===== config.mk =====
export PLATFORM = sky130hd
export DESIGN_NAME = muldiv_iter
export DESIGN_NICKNAME = d
export VERILOG_FILES = /design/src/rtl/muldiv_iter.sv
export SDC_FILE = /design/constraint.sdc
export NUM_CORES = 1
export LEC_CHECK = 0
export ABC_CLOCK_PERIOD_IN_PS = 4100
export CORE_UTILIZATION = 30
export CTS_CLUSTER_DIAMETER = 30
export DETAILED_ROUTE_END_ITERATION = 10
export HOLD_SLACK_MARGIN = 0.08
export PLACE_DENSITY = 0.54
export RECOVER_POWER = 100
export SLEW_MARGIN = 25
export SYNTH_ARGS = -nofsm -noshare
export SYNTH_HDL_FRONTEND = slang
export SYNTH_SLANG_ARGS = --single-unit

===== constraint.sdc =====
create_clock -name clk -period 4.1 [get_ports clk]
set_clock_uncertainty 0.15 [all_clocks]
set_input_delay 0.615 -clock clk [delete_from_list [all_inputs] [get_ports clk]]
set_output_delay 0.615 -clock clk [all_outputs]
set_load 0.03 [all_outputs]

===== src/rtl/muldiv_iter.sv =====
// Iterative MULT/MULTU/DIV/DIVU unit, one bit per cycle, {hi,lo} result.
// Latency: ready_o after WIDTH+2 edges from accept, 2 edges for divide by zero.
// Backpressure: result held in DONE until start_i is seen low; annul_i aborts BUSY/FIX.
module muldiv_iter #(
    parameter int WIDTH = 32,
    parameter int CNT_W = 6
) (
    input  logic                 clk,
    input  logic                 rst,
    input  logic                 start_i,
    input  logic [1:0]           op_i,
    input  logic [WIDTH-1:0]     opdata1_i,
    input  logic [WIDTH-1:0]     opdata2_i,
    input  logic                 annul_i,
    output logic [2*WIDTH-1:0]   result_o,
    output logic                 ready_o,
    output logic                 busy_o,
    output logic                 div_by_zero_o
);

    localparam logic [1:0] S_IDLE = 2'd0;
    localparam logic [1:0] S_BUSY = 2'd1;
    localparam logic [1:0] S_FIX  = 2'd2;
    localparam logic [1:0] S_DONE = 2'd3;

    localparam logic [CNT_W-1:0] CNT_LAST = CNT_W'(WIDTH - 1);

    logic [1:0]           state;
    logic [CNT_W-1:0]     cnt;
    logic                 is_div;
    logic                 is_sgn;
    logic                 sgn_a;
    logic                 sgn_b;
    logic                 dz;
    logic                 fix_ph;
    logic [WIDTH-1:0]     a_raw;
    logic [WIDTH-1:0]     a_mag;
    logic [WIDTH-1:0]     b_mag;
    logic [2*WIDTH-1:0]   acc;
    logic [2*WIDTH-1:0]   fix_res;

    logic                 op1_neg;
    logic                 op2_neg;
    logic [WIDTH-1:0]     op1_mag;
    logic [WIDTH-1:0]     op2_mag;
    logic [WIDTH:0]       mul_sum;
    logic [WIDTH:0]       div_sh;
    logic [WIDTH:0]       div_diff;
    logic [2*WIDTH-1:0]   acc_nxt;
    logic [WIDTH-1:0]     quo_c;
    logic [WIDTH-1:0]     rem_c;
    logic [2*WIDTH-1:0]   prod_c;
    logic [2*WIDTH-1:0]   res_corr;

    always_comb begin
        op1_neg = op_i[0] & opdata1_i[WIDTH-1];
        op2_neg = op_i[0] & opdata2_i[WIDTH-1];
        op1_mag = op1_neg ? -opdata1_i : opdata1_i;
        op2_mag = op2_neg ? -opdata2_i : opdata2_i;
    end

    // acc is {hi,lo}: mul keeps the multiplier in lo and shifts the partial product in from the top;
    // div keeps {remainder, dividend/quotient} and shifts left.
    always_comb begin
        mul_sum  = {1'b0, acc[2*WIDTH-1:WIDTH]} + (acc[0] ? {1'b0, a_mag} : {(WIDTH+1){1'b0}});
        div_sh   = {acc[2*WIDTH-1:WIDTH], acc[WIDTH-1]};
        div_diff = div_sh - {1'b0, b_mag};
        if (!is_div) begin
            acc_nxt = {mul_sum, acc[WIDTH-1:1]};
        end else if (div_diff[WIDTH]) begin
            acc_nxt = {div_sh[WIDTH-1:0], acc[WIDTH-2:0], 1'b0};
        end else begin
            acc_nxt = {div_diff[WIDTH-1:0], acc[WIDTH-2:0], 1'b1};
        end
    end

    always_comb begin
        quo_c  = (is_sgn && (sgn_a ^ sgn_b)) ? -acc[WIDTH-1:0] : acc[WIDTH-1:0];
        rem_c  = (is_sgn && sgn_a) ? -acc[2*WIDTH-1:WIDTH] : acc[2*WIDTH-1:WIDTH];
        prod_c = (is_sgn && (sgn_a ^ sgn_b)) ? -acc : acc;
        if (dz) begin
            res_corr = {a_raw, {WIDTH{1'b1}}};
        end else if (is_div) begin
            res_corr = {rem_c, quo_c};
        end else begin
            res_corr = prod_c;
        end
    end

    // FIX spends one cycle registering the sign-corrected value so the 2*WIDTH negate
    // never sits in front of result_o.
    always_ff @(posedge clk) begin
        if (rst) begin
            state         <= S_IDLE;
            cnt           <= '0;
            is_div        <= 1'b0;
            is_sgn        <= 1'b0;
            sgn_a         <= 1'b0;
            sgn_b         <= 1'b0;
            dz            <= 1'b0;
            fix_ph        <= 1'b0;
            a_raw         <= '0;
            a_mag         <= '0;
            b_mag         <= '0;
            acc           <= '0;
            fix_res       <= '0;
            result_o      <= '0;
            div_by_zero_o <= 1'b0;
        end else begin
            case (state)
                S_IDLE: begin
                    if (start_i) begin
                        is_div        <= op_i[1];
                        is_sgn        <= op_i[0];
                        sgn_a         <= op1_neg;
                        sgn_b         <= op2_neg;
                        a_raw         <= opdata1_i;
                        a_mag         <= op1_mag;
                        b_mag         <= op2_mag;
                        acc           <= {{WIDTH{1'b0}}, (op_i[1] ? op1_mag : op2_mag)};
                        cnt           <= '0;
                        fix_ph        <= 1'b0;
                        div_by_zero_o <= 1'b0;
                        if (op_i[1] && (opdata2_i == '0)) begin
                            dz    <= 1'b1;
                            state <= S_FIX;
                        end else begin
                            dz    <= 1'b0;
                            state <= S_BUSY;
                        end
                    end
                end
                S_BUSY: begin
                    if (annul_i) begin
                        state <= S_IDLE;
                    end else begin
                        acc <= acc_nxt;
                        cnt <= cnt + 1'b1;
                        if (cnt == CNT_LAST) begin
                            state <= S_FIX;
                        end
                    end
                end
                S_FIX: begin
                    if (annul_i) begin
                        fix_ph <= 1'b0;
                        state  <= S_IDLE;
                    end else if (!fix_ph) begin
                        fix_res <= res_corr;
                        fix_ph  <= 1'b1;
                    end else begin
                        result_o      <= fix_res;
                        div_by_zero_o <= dz;
                        fix_ph        <= 1'b0;
                        state         <= S_DONE;
                    end
                end
                default: begin
                    if (annul_i || !start_i) begin
                        state <= S_IDLE;
                    end
                end
            endcase
        end
    end

    assign ready_o = (state == S_DONE);
    assign busy_o  = (state == S_BUSY) || (state == S_FIX);

endmodule

==> results.py <==
metrics = {
    "route": {
        "wirelength_mm": 78.0,
        "first_pass_iters": 5,
        "routed_via_density": 5.37,
        "drt-wirelength-per-cell_um": 22.0,
        "drc_errors": 0,
        "drtIter0Drc": 1326,
        "vias": 19100,
        "drtAntennaViolNets": 0,
    },
    "min_path": {
        "min_path_type": "reg -> reg",
        "worstHoldEndpoint": "result_o[51]$_SDFFE_PP0P_",
        "whs_path_depth": 2,
        "worstHoldStart": "result_o[51]$_SDFFE_PP0P_",
    },
    "yosys": {
        "synthCells": 2484,
        "ys_async_sr_fraction": 0,
        "synth-edff-count": 0,
        "ys_seq_elements": 302,
        "synth_flop_cell": "dfxtp_1",
        "synth.distinct_cells": 83,
        "netlist_area_mm2": 0.0188,
        "yosysSeqAreaShare": 0.321,
        "synth_nets": 2629,
        "syn_avg_cell_area_um2": 7.59,
        "yosys_warnings": 0,
    },
    "cts": {
        "htreeDepth": 3,
        "postCtsHoldBufs": 0,
        "path_clk_slew_ns": 0.05,
        "cts_tree": "built",
        "clk_latency_ns": 0.63,
        "cts.sinks": 302,
        "cts_buffers": 81,
        "clock-root-buffer": "clkbuf_16",
        "cts_setup_buffers": 0,
        "cts_resized": 0,
        "clockBufferDepth": 3,
    },
    "worst_setup_path": {
        "path_class": "reg -> reg",
        "reg2reg_from": "acc[32]$_SDFFE_PP0P_",
        "worst_setup_path_end_kind": "flop",
        "crit_path_max_incr_delay_ns": 0.48,
        "r2r.worst_path.cells": 12,
        "start_kind": "flop",
        "cp_common_cell": "a21oi_1",
        "cp.arrival_ns": 4.27,
        "cp_data_required_time_ns": 4.44,
        "critPathMaxFanout": 6,
        "critical_path.slowest_cell": "fa_1",
        "r2r-end": "acc[61]$_SDFFE_PP0P_",
        "worstPathCellList": "inv_1, fa_1, nand2b_1, a21oi_1, o21ai_1, a21oi_1, a31oi_4, xnor2_1, buf_4, o21ai_0, a41o_1, a32o_1",
        "rrSetupSlack_ns": 0.17,
    },
    "power": {
        "power_frac_seq": 0.266,
        "clockPowerShare": 0.497,
        "p_leak_nw": 9.56,
        "vdd_drop_max_v": 0.000356,
        "p_per_area_mw_per_mm2": 566,
        "swShare": 0.335,
        "p_switching_w": 0.00462,
        "p_int_w": 0.00916,
        "p_total_w": 0.0138,
        "p_comb_frac": 0.238,
    },
    "floorplanning": {
        "rows": 91,
        "start_util": 0.304,
        "dieWidth_um": 253,
        "dieArea_mm2": 0.0638,
        "die_h_um": 253,
        "io_pins": 137,
        "core_mm2": 0.0619,
    },
    "placed_design": {
        "port-buffer-count": 136,
        "globalplace.congestion": 0.922,
        "dp_cells": 3398,
        "dp_hpwl_mm": 60.0,
    },
    "sta": {
        "post-route-min-period_ns": 3.93,
        "setup_viol": 0,
        "hold_violations": 0,
        "tns_ns": 0,
        "drv_slew": 225,
        "hold_ws_ns": 0.300,
        "fin_crit_sh": 0.958,
        "fmax_mhz": 255,
        "grt_setup_unrepaired": "false",
        "max_slew_margin": -0.433,
        "worst_pin_slew_ns": 2.14,
    },
    "layout": {
        "fin_cells": 3548,
        "fill_cells": 6433,
        "fin_nets": 2789,
        "drive_gt1_frac": 0.105,
        "register_area_mm2": 0.00605,
        "multi_input_area_mm2": 0.0119,
        "area_growth_pct": 29.3,
        "diodes": 0,
    },
    "grt": {
        "grt-ovfl-total": 0,
        "first_global_vias": 18400,
        "grt_antenna_before_repair": 0,
        "grt_start_max_net_pins": 160,
        "grt_pass1_wl_mm": 116,
        "globalRouteTotalUtil": 0.241,
    },
    "flow_run": {
        "max_cap_viol_count": 2,
    },
    "run_status": {
        "status": "complete, but fails checks",
        "violations": "max-capacitance violations, max-slew violations",
    },
}
sequential cells by signal (all words and copies together), names as in the netlist, 2 cells and up:
| register | count |
|---|---|
| a_mag | 31 |
| a_raw | 32 |
| acc | 64 |
| b_mag | 32 |
| cnt | 6 |
| fix_res | 64 |
| result_o | 64 |
| state | 2 |
layout make-up:
cell class | count | area share
multi-input combinational | 1944 | 0.487
timing repair buffer | 241 | 0.0884
clock buffer | 101 | 0.0925
sequential | 302 | 0.248
tap | 837 | 0.0430
inverter | 74 | 0.0114
clock inverter | 49 | 0.0297
Yosys cell counts, types with 38 or more instances:
cell type | number | share of area
a211oi_1 | 95 | 0.038
ha_1 | 73 | 0.048
and2_1 | 38 | 0.013
dfxtp_1 | 302 | 0.32
o21ai_0 | 133 | 0.035
clkbuf_1 | 140 | 0.028
a21oi_1 | 271 | 0.072
mux2i_1 | 56 | 0.030
xnor2_1 | 92 | 0.043
xor2_1 | 83 | 0.039
inv_1 | 73 | 0.015
nor3_1 | 50 | 0.013
nand2_1 | 354 | 0.071
nor2_1 | 244 | 0.049
worst max-delay path, delay by kind of cell, from the launching register on:
family | cells | cell delay (ns)
DFF | 1 | 0.43
AOI/OAI and AO/OA | 7 | 1.72
xor gates and xnor gates | 1 | 0.38
and+or+nand+nor | 1 | 0.22
adders and majority gates | 1 | 0.48
buffers and inverters | 2 | 0.41
metrics by stage:
stage | setup slack (ns) | util | area [µm²]
after global routing | 0.00925 | 0.393 | 24400
final | 0.172 | 0.393 | 24400
after floorplan | 0.663 | - | 18800
after detailed placement | 0.266 | 0.347 | 21500
after CTS | 0.319 | 0.395 | 24500
after global placement | 0.259 | 0.347 | 21500
how the worst max path moves through the flow:
stage,cells after the start,slack (ns),end,start
after floorplan,15,0.66,acc[63]$_SDFFE_PP0P_,acc[0]$_SDFFE_PP0P_
after global placement,13,0.26,state[0]$_SDFFE_PP0P_,opdata2_i[0]
after detailed placement,13,0.27,state[0]$_SDFFE_PP0P_,opdata2_i[0]
after CTS,12,0.32,acc[61]$_SDFFE_PP0P_,acc[32]$_SDFFE_PP0P_
after global routing,14,0.009,acc[63]$_SDFFE_PP0P_,acc[0]$_SDFFE_PP0P_
final,12,0.17,acc[61]$_SDFFE_PP0P_,acc[32]$_SDFFE_PP0P_
layout by cell type (no fill, tap or decap), types with 9 or more instances in the layout:
master	synthesis	final
dfxtp_1	302	301
buf_4	0	93
bufinv_16	0	13
xor2_1	83	83
and3_1	13	14
o21bai_1	10	10
nor3_1	50	50
clkdlybuf4s50_1	0	66
nand2b_1	30	30
and2_1	38	32
nor4_1	13	14
nand4_1	26	26
clkbuf_8	0	13
a22oi_1	13	13
a311oi_1	13	13
nor2b_1	19	19
mux2_2	9	9
a211oi_1	95	95
or4_1	8	9
xnor2_1	92	93
nand2_1	354	355
a31oi_1	29	29
o21ai_1	18	10
o41ai_1	13	14
or3_1	12	12
a21o_1	27	27
mux2i_1	56	56
o21a_1	10	10
o21ai_0	133	141
a21oi_1	271	271
o31ai_1	26	26
inv_1	73	73
dlygate4sd3_1	0	68
clkinv_2	0	10
ha_1	73	73
o211ai_1	18	18
clkbuf_16	0	82
nor2_1	244	242
nand3_1	33	34
clkbuf_1	140	13
metal layers:
metal	GRT usage	share of wire
met1	0.332	0.46
met2	0.386	0.46
met3	0.0354	0.055
met4	0.0715	0.025
met5	0	0
power by group through the flow:
stage | clock network (W) | logic [W] | registers [W]
6_report | 0.00685 | 0.00328 | 0.00366
2_1_floorplan | 0 | 0.00226 | 0.00350
3_5_place_dp | 0 | 0.00326 | 0.00371
4_1_cts | 0.00692 | 0.00328 | 0.00366
3_3_place_gp | 0 | 0.00325 | 0.00370
5_1_grt | 0.00708 | 0.00357 | 0.00370
cell families (layout without fill, tap and decap cells):
group / after synthesis / count (layout) / share of synthesized area
and+or+nand+nor: 882 / 882 / 0.216
AOI/OAI and AO/OA: 746 / 746 / 0.247
DFF: 302 / 302 / 0.321
buffers and inverters: 238 / 465 / 0.0485
xor gates and xnor gates: 176 / 176 / 0.0822
adders and majority gates: 75 / 75 / 0.0506
muxes: 65 / 65 / 0.0351
Note: power is estimated with default switching activity, not from simulation.
